### src/rtl/memory.sv
// Single-port synchronous register-file memory with a one-cycle registered read and valid strobe.
// Define MEMORY_WR_BYPASS_EN to forward write data to a same-edge read; otherwise reads return old contents.
module memory #(
  parameter int Depth      = 4,
  parameter int Data_width = 32
) (
  input  logic                  clk,
  input  logic                  rst,
  input  logic                  EN,
  input  logic                  wr_en,
  input  logic                  rd_en,
  input  logic [Depth-1:0]      add,
  input  logic [Data_width-1:0] Data_in,
  output logic                  valid_out,
  output logic [Data_width-1:0] Data_out
);

  localparam int Words = 1 << Depth;

  logic [Data_width-1:0] r_mem [Words];
  logic [Data_width-1:0] r_data_out;
  logic                  r_valid_out;

  logic                  w_wr;
  logic                  w_rd;
  logic [Data_width-1:0] w_rd_data;

  assign w_wr = EN & wr_en;
  assign w_rd = EN & rd_en;

`ifdef MEMORY_WR_BYPASS_EN
  // Write-first: a same-edge write to the shared address wins over the stored word.
  assign w_rd_data = w_wr ? Data_in : r_mem[add];
`else
  assign w_rd_data = r_mem[add];
`endif

  // NOTE: the array is cleared by reset because the contents are architecturally
  // defined as zero after rst; this keeps it in flops rather than a RAM macro.
  always_ff @(posedge clk or posedge rst) begin
    if (rst) begin
      for (int i = 0; i < Words; i++) begin
        r_mem[i] <= '0;
      end
      r_data_out  <= '0;
      r_valid_out <= 1'b0;
    end else begin
      // NOTE: non-blocking assignments make the read below sample the pre-write
      // word even though the write appears first in program order.
      if (w_wr) begin
        r_mem[add] <= Data_in;
      end
      if (w_rd) begin
        r_data_out <= w_rd_data;
      end
      r_valid_out <= w_rd;
    end
  end

  assign Data_out  = r_data_out;
  assign valid_out = r_valid_out;

endmodule

### config.mk
export PLATFORM = sky130hd
export DESIGN_NAME = memory
export DESIGN_NICKNAME = d
export VERILOG_FILES = /design/src/rtl/memory.sv
export SDC_FILE = /design/constraint.sdc
export NUM_CORES = 1
export LEC_CHECK = 0
export ABC_AREA = 1
export CAP_MARGIN = 20
export CORE_UTILIZATION = 56
export DETAILED_ROUTE_END_ITERATION = 7
export GPL_TIMING_DRIVEN = 0
export PLACE_DENSITY = 0.76
export SLEW_MARGIN = 30
export SYNTH_ARGS = -nofsm -noshare
export SYNTH_HDL_FRONTEND = slang
export SYNTH_SLANG_ARGS = --single-unit
### constraint.sdc
create_clock -name clk -period 16.4 [get_ports clk]
set_input_delay 2.46 -clock clk [delete_from_list [all_inputs] [get_ports clk]]
set_output_delay 2.46 -clock clk [all_outputs]
set_load 0.02 [all_outputs]
==> results_dict.tcl <==
set metrics [dict create \
    synth_nets 3226 \
    yosysSeqAreaShare 0.5519 \
    synth_top_family_by_area "simple AND/OR/NAND/NOR gates" \
    slew_viol_final 0 \
    p_leak_nw 14.13 \
    required_ns 16.96 \
    synth_edf_count 0 \
    io_buffers 71 \
    rsz0062_at_grt "false" \
    worstSetupStartpointType "input pin" \
    cts_num_sinks 545 \
    grt_util_all_layers 0.3707 \
    status "finished, final reports clean" \
    pin_count 74 \
    ys_async_sr_fraction 1.000 \
    synth_fa_ha_area_frac 0 \
    syn_area_per_cell_sq_um 7.758 \
    synthMuxAreaShare 0 \
    grt_pass1_wl_um 125400 \
    place_area_sq_mm 0.02658 \
    clockBufferDepth 3 \
    ir_drop_mv 0.09769 \
    post-dp-hpwl_um 58410 \
    antenna_found_initial 0 \
    dp_cells 3861 \
    fp.dieH_um 212.1 \
    end_kind "flop" \
    syn_to_final_growth_pct 14.87 \
    power.density_mw_per_mm2 126.4 \
    hp-class "flop to flop" \
    post_cts_resized 0 \
    worstSkewPairLatency_ns 0.64 \
    final_area_sq_mm 0.02838 \
    cts_tree "yes" \
    path_class "input pin to flop" \
    whs_ns 0.4838 \
    coreArea_sq_mm 0.04327 \
    yosysWarnings 0 \
    num_vias 23420 \
    setup_viol 0 \
    drt_iter0_drc 3151 \
    ys_seq_elements 545 \
    utilization 0.6560 \
    postCtsHoldBufs 0 \
    postCtsSetupBuffers 0 \
    num_rows 76 \
    synthSimpleGateAreaFrac 0.2963 \
    setup_tns_ns 0 \
    initial_core_util 0.5711 \
    synthDistinctLibCells 17 \
    antenna_left 0 \
    die_width_um 212.1 \
    grt_pass1_vias 22270 \
    root_buffer "clkbuf_16" \
    routed_via_density 5.911 \
    cp.arrival_ns 4.85 \
    fin_skew_ns 0.02291 \
    synth_xor_area_frac 0 \
    cts_buffers 56 \
    hold_viol 0 \
    synth_compound_area_frac 0.1037 \
    final_cell_mix "1539 x nand2_1, 545 x dfrtp_1, 495 x o21ai_0, 170 x clkbuf_1, 160 x nand3_1" \
    drcViolationCount 0 \
    crit_fanout 10 \
    fin_crit_sh 0.2616 \
    grt_max_degree 33 \
    fmax_ghz 0.2331 \
    tightest_slew_ns 1.043 \
    slew_headroom 0.3045 \
    firstDrtPassIters 7 \
    netlist_instances 3185 \
    fp.dieArea_sq_mm 0.04497 \
    htree_levels 2 \
    drv_cap 0 \
    grt_overflow 0 \
    wl_um 81920 \
    final_common_cell "nand2_1" \
    routabilityCongestion 0.9483 \
    netlist_area_sq_mm 0.02471 \
    final_nets 3375 \
    fin_crit_ns 4.290 \
    post_drt_wl_per_cell_um 20.68 \
    cts.reportedPaths.clkPinSlew_ns 0.06 \
    final_cells 3961 \
    ys.flop_type "dfrtp_1" \
    diodes 0 \
    drive_above_1_share 0.05835 \
]
cell usage after synthesis, types with 16 or more instances:
cell type / number / area share
nand2_1: 1539 / 0.23
dfrtp_1: 545 / 0.55
o21ai_0: 495 / 0.10
nand3_1: 160 / 0.032
clkbuf_1: 151 / 0.023
nor2_1: 96 / 0.015
buf_2: 47 / 0.0095
inv_1: 36 / 0.0055
nand4_1: 32 / 0.0081
buf_4: 22 / 0.0067
buf_1: 19 / 0.0029
o21ai_1: 17 / 0.0034
nand2_2: 16 / 0.0041
power by group:
part           switching, W  internal, W  total [W]
clock network      0.000540     0.000722    0.00126
registers          0.000140      0.00159    0.00173
logic              0.000374     0.000222   0.000595
total               0.00105      0.00253    0.00359
worst max-delay path, cell delays in order:
cell and delay (ns):
clkdlybuf4s50_1 0.63, inv_1 0.09, nor2_2 0.52, clkbuf_1 0.55, nand2_1 0.29, nand2_1 0.14
nor2_1 0.07, nor2_1 0.08
per-layer routing:
layer | track usage | vias up | part of all wire
li1 | - | 10440 | -
met1 | 0.4784 | 11380 | 0.39
met2 | 0.5747 | 1317 | 0.46
met3 | 0.08612 | 276 | 0.098
met4 | 0.2144 | 2 | 0.059
met5 | 0.007786 | - | 0.00056
cell type report:
| cell class | count | area, sq um |
|---|---|---|
| buffer | 239 | 1040 |
| clock buffer | 93 | 1710 |
| clock inverter | 7 | 93.84 |
| fill | 3699 | 14880 |
| inverter | 39 | 152.6 |
| multi-input combinational | 2362 | 9884 |
| sequential | 545 | 13640 |
| tap | 585 | 732.0 |
| timing repair buffer | 91 | 1134 |
cells by family after synthesis:
| logic type | Yosys count |
|---|---|
| AOI/OAI and AO/OA | 512 |
| buffers and inverters | 278 |
| DFF | 545 |
| and+or+nand+nor | 1850 |
state kept, by name (all words and copies together) (netlist names):
| name | flops |
|---|---|
| r_mem | 512 |
| Data_out | 32 |
| valid_out | 1 |
metrics by stage:
| step | power, W | setup slack (ns) |
|---|---|---|
| floorplan | 0.002113 | 6.526 |
| global placement | 0.002282 | 3.389 |
| detailed placement | 0.002325 | 11.66 |
| CTS | 0.003574 | 12.31 |
| global route | 0.003739 | 12.12 |
| finish | 0.003588 | 12.11 |
final timing paths:
check / to / start / cells past startpoint / slack (ns)
max: Data_out[3]$_DFFE_PP0P_ / add[3] / 8 / 12.11
min: r_mem[309]$_DFFE_PP0P_ / r_mem[309]$_DFFE_PP0P_ / 2 / 0.48
max reg2reg: Data_out[29]$_DFFE_PP0P_ / r_mem[157]$_DFFE_PP0P_ / 8 / 14.98
min reg2reg: r_mem[309]$_DFFE_PP0P_ / r_mem[309]$_DFFE_PP0P_ / 2 / 0.48
max in group asynchronous: r_mem[129]$_DFFE_PP0P_ / rst / 8 / 12.49
min in group asynchronous: r_mem[313]$_DFFE_PP0P_ / rst / 2 / 2.25
Power figures use the tool's default switching activity.
